<file path="src/rtl/ws2812_pattern_ctrl.sv">
// Frame sequencer for the ws2812 driver: debounces the mode button, paces frames
// with a free-running timer and streams NUM_PIXELS GRB words over valid/ready.
module ws2812_pattern_ctrl #(
    parameter int DEBOUNCE_CYCLES = 240000,
    parameter int FRAME_CYCLES    = 600000,
    parameter int NUM_PIXELS      = 8,
    parameter int NUM_MODES       = 4
) (
    input  logic        clk,
    input  logic        rst_n,
    input  logic        button,
    output logic        led,
    output logic [1:0]  mode,
    output logic        frame_start,
    output logic [23:0] pix_data,
    output logic        pix_valid,
    input  logic        pix_ready,
    input  logic        frame_done,
    output logic        frame_overrun
);

    localparam int DB_W  = $clog2(DEBOUNCE_CYCLES);
    localparam int FT_W  = $clog2(FRAME_CYCLES);
    localparam int IDX_W = $clog2(NUM_PIXELS);

    localparam logic [DB_W-1:0]  DB_LAST  = DB_W'(DEBOUNCE_CYCLES - 1);
    localparam logic [FT_W-1:0]  FT_LAST  = FT_W'(FRAME_CYCLES - 1);
    localparam logic [IDX_W-1:0] IDX_LAST = IDX_W'(NUM_PIXELS - 1);
    localparam logic [1:0]       NM_LAST  = 2'(NUM_MODES - 1);

    typedef enum logic [1:0] {
        S_IDLE,
        S_START,
        S_STREAM,
        S_WAIT_DONE
    } state_t;

    logic            btn_meta_q, btn_sync_q;
    logic [DB_W-1:0] db_cnt_q, db_cnt_d;
    logic            debounced_q, debounced_d;
    logic [1:0]      next_mode_q, next_mode_d;
    logic            press;

    logic [FT_W-1:0] ft_cnt_q, ft_cnt_d;
    logic            tick;

    state_t           state_q, state_d;
    logic             pending_q, pending_d;
    logic [1:0]       mode_q, mode_d;
    logic [IDX_W-1:0] index_q, index_d;
    logic [IDX_W-1:0] pos_q, pos_d;
    logic             phase_q, phase_d;
    logic [23:0]      pixel;

    // NOTE: sequential state uses non-blocking assignments so every register
    // samples pre-edge values regardless of process evaluation order.
    always_ff @(posedge clk or negedge rst_n) begin
        if (!rst_n) begin
            btn_meta_q  <= 1'b0;
            btn_sync_q  <= 1'b0;
            db_cnt_q    <= '0;
            debounced_q <= 1'b0;
            next_mode_q <= 2'd0;
            ft_cnt_q    <= '0;
            state_q     <= S_IDLE;
            pending_q   <= 1'b0;
            mode_q      <= 2'd0;
            index_q     <= '0;
            pos_q       <= '0;
            phase_q     <= 1'b0;
        end else begin
            btn_meta_q  <= button;
            btn_sync_q  <= btn_meta_q;
            db_cnt_q    <= db_cnt_d;
            debounced_q <= debounced_d;
            next_mode_q <= next_mode_d;
            ft_cnt_q    <= ft_cnt_d;
            state_q     <= state_d;
            pending_q   <= pending_d;
            mode_q      <= mode_d;
            index_q     <= index_d;
            pos_q       <= pos_d;
            phase_q     <= phase_d;
        end
    end

    // NOTE: every variable gets a default before any branch, so no path
    // through the block can leave it unassigned and infer a latch.
    always_comb begin
        db_cnt_d    = db_cnt_q;
        debounced_d = debounced_q;
        if (btn_sync_q == debounced_q) begin
            db_cnt_d = '0;
        end else if (db_cnt_q == DB_LAST) begin
            debounced_d = btn_sync_q;
            db_cnt_d    = '0;
        end else begin
            db_cnt_d = db_cnt_q + 1'b1;
        end
    end

    assign press       = debounced_d & ~debounced_q;
    assign next_mode_d = !press ? next_mode_q
                       : (next_mode_q == NM_LAST) ? 2'd0 : next_mode_q + 2'd1;

    assign tick     = (ft_cnt_q == FT_LAST);
    assign ft_cnt_d = tick ? '0 : ft_cnt_q + 1'b1;

    always_comb begin
        state_d       = state_q;
        pending_d     = pending_q;
        mode_d        = mode_q;
        index_d       = index_q;
        pos_d         = pos_q;
        phase_d       = phase_q;
        frame_overrun = 1'b0;

        // At most one tick is remembered while a frame is in flight.
        if (tick && (state_q != S_IDLE)) begin
            if (pending_q) frame_overrun = 1'b1;
            else           pending_d     = 1'b1;
        end

        case (state_q)
            S_IDLE: begin
                if (tick || pending_q) begin
                    state_d   = S_START;
                    pending_d = 1'b0;
                end
            end
            S_START: begin
                mode_d  = next_mode_q;
                index_d = '0;
                state_d = S_STREAM;
            end
            S_STREAM: begin
                if (pix_ready) begin
                    index_d = index_q + 1'b1;
                    if (index_q == IDX_LAST) state_d = S_WAIT_DONE;
                end
            end
            S_WAIT_DONE: begin
                if (frame_done) begin
                    state_d = S_IDLE;
                    pos_d   = (pos_q == IDX_LAST) ? '0 : pos_q + 1'b1;
                    phase_d = ~phase_q;
                end
            end
            default: state_d = S_IDLE;
        endcase
    end

    always_comb begin
        pixel = 24'h000000;
        case (mode_q)
            2'd1:    pixel = 24'h101010;
            2'd2:    pixel = (index_q == pos_q) ? 24'h00FF00 : 24'h000000;
            2'd3:    pixel = (index_q[0] ^ phase_q) ? 24'h0000FF : 24'hFF0000;
            default: pixel = 24'h000000;
        endcase
    end

    assign led         = debounced_q;
    assign mode        = mode_q;
    assign frame_start = (state_q == S_START);
    assign pix_valid   = (state_q == S_STREAM);
    assign pix_data    = pix_valid ? pixel : 24'h000000;

endmodule

</file>
<file path="config.mk">
export PLATFORM = sky130hd
export DESIGN_NAME = ws2812_pattern_ctrl
export DESIGN_NICKNAME = d
export VERILOG_FILES = /design/src/rtl/ws2812_pattern_ctrl.sv
export SDC_FILE = /design/constraint.sdc
export NUM_CORES = 1
export LEC_CHECK = 0
export BUFFER_PORTS_ARGS = -buffer_cell sky130_fd_sc_hd__buf_2
export CORE_MARGIN = 10
export CORE_UTILIZATION = 45
export CTS_CLUSTER_DIAMETER = 100
export DETAILED_ROUTE_END_ITERATION = 10
export SLEW_MARGIN = 20
export SYNTH_ARGS = -nofsm -noshare
export SYNTH_HDL_FRONTEND = slang
export SYNTH_SLANG_ARGS = --single-unit
</file>
<file path="constraint.sdc">
create_clock -name clk -period 6.9 [get_ports clk]
set_input_delay 1.035 -clock clk [delete_from_list [all_inputs] [get_ports clk]]
set_output_delay 1.035 -clock clk [all_outputs]
set_load 0.005 [all_outputs]
</file>
Yosys cells after proc, flatten, opt, wreduce, memory -nomap -nowiden
Cells that the tools add are included.

cells by class
  add/sub/neg operators = 5
  equality and inequality tests = 17
  mux-type cells = 23
  bitwise gates (word level) = 4
  reductions and logical operators = 8

operator list
  kind                     number
  $pmux W24 S3             1
  $mux W24                 2
  $mux W18                 2
  $add A20 B1 Y20 const B  1
  $eq A20 B20 Y1 const B   1
  $mux W20                 1
  $add A18 B1 Y18 const B  1
  $eq A18 B18 Y1 const B   1
  $mux W16                 1
  $eq A2 B2 Y1 const B     5
  $mux W2                  5
  $pmux W2 S4              1
  $mux W1                  7
  $add A3 B1 Y3 const B    2
  $eq A3 B3 Y1 const B     2
  $mux W3                  2
  $pmux W3 S2              1
  $eq A2 B1 Y1 const B     2
  $ne A2 B1 Y1 const B     2
  $ne A2 B2 Y1 const B     2
  $reduce_and A2 Y1        2
  $reduce_and A4 Y1        1
  $reduce_bool A2 Y1       2
  $eq A3 B3 Y1             1
  8 further kinds          9

storage, ports and cells
  register bits = 55
  input bits = 5
  output and inout port bits = 30
  logic and storage cells = 69

Logic depth before layout (Yosys ltp)
  depth in word-level cells = 5
  mapped depth = 6
  depth with buffers taken out = 6

Least setup slack after synthesis
OpenSTA, ideal clock, no wires.

  path kind = register -> output
  start = register ft_cnt_q[11]
  end = output port frame_overrun
  arrival = 1.727 ns
  required time = 5.865 ns
  setup slack = 4.138 ns
  stages on the path, launching flop included = 5
  path buffers = 0
  cell sequence = dfrtp_1 -> or4b_1 -> or4_4 -> nor2_1 -> and3_1

on the way
  longest elaborated chain between the ends = 3

RTL lines
  item                    RTL line  source
  start, declared         44        logic [FT_W-1:0] ft_cnt_q, ft_cnt_d;
  start signal, assigned  77        ft_cnt_q <= ft_cnt_d;
  $eq A20 B20 Y1          106       assign tick = (ft_cnt_q == FT_LAST);
  $logic_and A1 B1 Y1     119       if (tick && (state_q != S_IDLE)) begin
  $mux W1                 119
  end, declared           19        output logic frame_overrun

Every way passes these cells.

Worst setup path after layout
Same ends and word-level chain as after synthesis.

==> run_results.csv <==
group,metric,value,unit
run_status,run_status,"finished clean",
synth,syn_area_per_cell,10.1,um^2
global_routing,track_usage,10.5,%
synth,synth_async_sr_flop_share,100,%
hold_path,hold_class,"reg2reg",
sta,finClkSkew,8.62,ps
drt,drt_iter0_drc,53,
sta,fmax,266,MHz
power,power_switching,0.215,mW
place,gp_congestion,0.775,
die,die_h,100,um
clock_tree,path_clk_slew,100,ps
sta,fin_crit,3770,ps
sta,worst_pin_slew,716,ps
hold_path,min_from,"btn_meta_q",
place,placed_area,0.00301,mm^2
setup_path,crit_type,"reg2out",
clock_tree,clock_path_buffers,2,
power,comb_power_share,23.1,%
place,numPortBuffers,34,
synth,synth_edf_count,0,
final_layout,fin_nets,323,
power,p_clk_share,25.7,%
setup_path,crit_start,"ft_cnt_q[11]",
place,dp.cells,376,
die,die-area,0.0100,mm^2
sta,finalHoldViolations,0,
global_routing,antenna_found_initial,0,
clock_tree,clock_sink_count,55,
clock_tree,cts-htree-levels,2,
synth,syn_area,0.00288,mm^2
job,max_cap_viol_count,0,
drt,firstDrtPassIters,4,
sta,setup_viol,0,
sta,fin_crit_sh,54.6,%
die,core,0.00628,mm^2
final_layout,syn_to_final_growth,7.87,%
clock_tree,holdBufCountCts,0,
global_routing,grt_overflow_total,0,
drt,viasPerCell,5.19,
setup_path,path_max_fanout,12,
final_layout,diodes,0,
clock_tree,post_cts_resized,0,
power,ir_worst_vdd,0.104,mV
synth,synth_warnings,0,
synth,synth-seq-area-share,47.8,%
synth,synth_cell_types,42,
global_routing,grt_pass1_vias,1912,
die,pin_count,35,
setup_path,crit_required,5860,ps
power,power.density,238,mW/mm^2
setup_path,crit_path_end_kind,"output port",
drt,drtAntennaViolNets,0,
final_layout,fin_util,49.5,%
clock_tree,cts_made_buffers,5,
final_layout,fin_area,0.00311,mm^2
power,seq_power_share,51.2,%
drt,drcViolationCount,0,
die,die_w,100,um
synth,ys_seq_elements,55,
clock_tree,root_buffer,"clkbuf_8",
drt,vias,1992,
final_layout,fillCellCount,597,
sta,final_max_slew_viol_count,0,
place,hpwl,3760,um
sta,setup_tns,0,ps
power,p_int,0.524,mW
drt,wl_per_cell,13.3,um
clock_tree,cts_tree,"built",
clock_tree,worstSkewPairLatency,300,ps
final_layout,fin_cells,384,
die,initial_core_util,45.9,%
sta,slew-limit-headroom,52.1,%
drt,wl,5100,um
global_routing,grt_max_degree,56,
synth,netlist_instances,286,
clock_tree,cts_setup_buffers,0,
setup_path,start_kind,"flip-flop",
power,switching_share,29.1,%
sta,rsz0062_at_grt,"no",
die,rows,29,
place,pre_cts_ws,3460,ps
global_routing,grt_pass1_wl,8960,um
synth,synth_ff_type,"dfrtp_1",
final_layout,drive_above_1_share,17.3,%
setup_path,r2r_start,"ft_cnt_q[11]",
synth,synth_nets,303,
setup_path,worstPathArrival,2730,ps
sta,fin_ws,3130,ps
power,p_leak,1.47,nW
[flip-flops by register name (all words and copies together) (netlist names)]
name,cells
btn_meta_q,1
btn_sync_q,1
db_cnt_q,18
ft_cnt_q,20
index_q,3
led,1
mode,2
next_mode_q,2
pending_q,1
phase_q,1
pos_q,3
state_q,2
[cell usage in the layout, fill, tap and decap left out, drive strengths merged, types with 9 or more instances in the layout]
| master | synthesis | final |
|---|---|---|
| dfrtp | 55 | 55 |
| nand2 | 23 | 23 |
| nor2 | 31 | 31 |
| xor2 | 13 | 13 |
| inv | 9 | 9 |
| nor3 | 11 | 11 |
| xnor2 | 21 | 21 |
| ha | 12 | 12 |
| nand3 | 14 | 14 |
| buf | 19 | 36 |
[power by group through the flow]
| stage | Clock (mW) | Combinational (mW) | Sequential (mW) |
|---|---|---|---|
| 2_1_floorplan | 0 | 0.135 | 0.376 |
| 3_3_place_gp | 0 | 0.168 | 0.385 |
| 3_5_place_dp | 0 | 0.171 | 0.386 |
| 4_1_cts | 0.200 | 0.174 | 0.379 |
| 5_1_grt | 0.212 | 0.195 | 0.383 |
| 6_report | 0.190 | 0.171 | 0.378 |
[per-stage QoR]
step                hold slack, ps  total power [mW]
floorplan                      331             0.512
global placement               342             0.554
detailed placement             338             0.557
CTS                            360             0.753
global route                   362             0.790
finish                         355             0.739
[layer usage]
| metal | wire, um | track usage [%] | part of all wire, % |
|---|---|---|---|
| met1 | 2460 | 13.5 | 48 |
| met4 | 61 | 3.26 | 1.2 |
| met2 | 2120 | 15.8 | 42 |
| met3 | 451 | 4.40 | 8.8 |
| met5 | 0 | 0 | 0 |
[cells by family after synthesis]
| family | count (synthesis) | synth area share [%] |
|---|---|---|
| mux | 11 | 4.26 |
| buf+inv | 32 | 6.56 |
| flops | 55 | 47.8 |
| xor+xnor | 34 | 10.3 |
| compound gates | 28 | 6.00 |
| simple gates | 114 | 19.8 |
| fa+ha+maj | 12 | 5.21 |
[cell usage after synthesis (4+ instances only)]
cell | count | area (um^2)
o21ai_0 | 6 | 30.0
xnor2_1 | 21 | 184
clkbuf_1 | 4 | 15.0
a21oi_1 | 8 | 40.0
inv_1 | 9 | 33.8
nand2_1 | 23 | 86.3
nor3_1 | 11 | 55.1
nand4_1 | 5 | 31.3
or4_1 | 4 | 30.0
ha_1 | 12 | 150
dfrtp_1 | 55 | 1380
and3_1 | 4 | 25.0
nand3_1 | 14 | 70.1
xor2_1 | 13 | 114
buf_4 | 18 | 135
mux2_2 | 6 | 67.6
o31ai_1 | 4 | 30.0
mux2i_1 | 4 | 40.0
nor2_1 | 31 | 116
or3_1 | 5 | 31.3
[cell type report]
type	instances	area, um^2	share of cell area [%]
clock buffers	8	100	3.22
inverters	9	33.8	1.09
multi-input cells	199	1310	42.3
flip-flops and latches	55	1380	44.3
well taps	77	96.3	3.10
repair buffers	36	185	5.96
[worst max-delay path, stage by stage, from the launching register on]
cell and delay [ps]:
dfrtp_1 450, or4b_1 550, or4_4 510, nor2_1 570, and3_1 240, buf_2 110
[worst paths after layout]
check                                 to  slack (ps)  cells past startpoint
setup / recovery           frame_overrun        3130                      5
hold / removal                btn_sync_q         360                      0
setup reg to reg            ft_cnt_q[10]        4560                      4
hold reg to reg               btn_sync_q         360                      0
max in group asynchronous    ft_cnt_q[5]        5600                      2
min in group asynchronous    db_cnt_q[5]         850                      2
No activity file was read; power rests on OpenSTA's default activity.
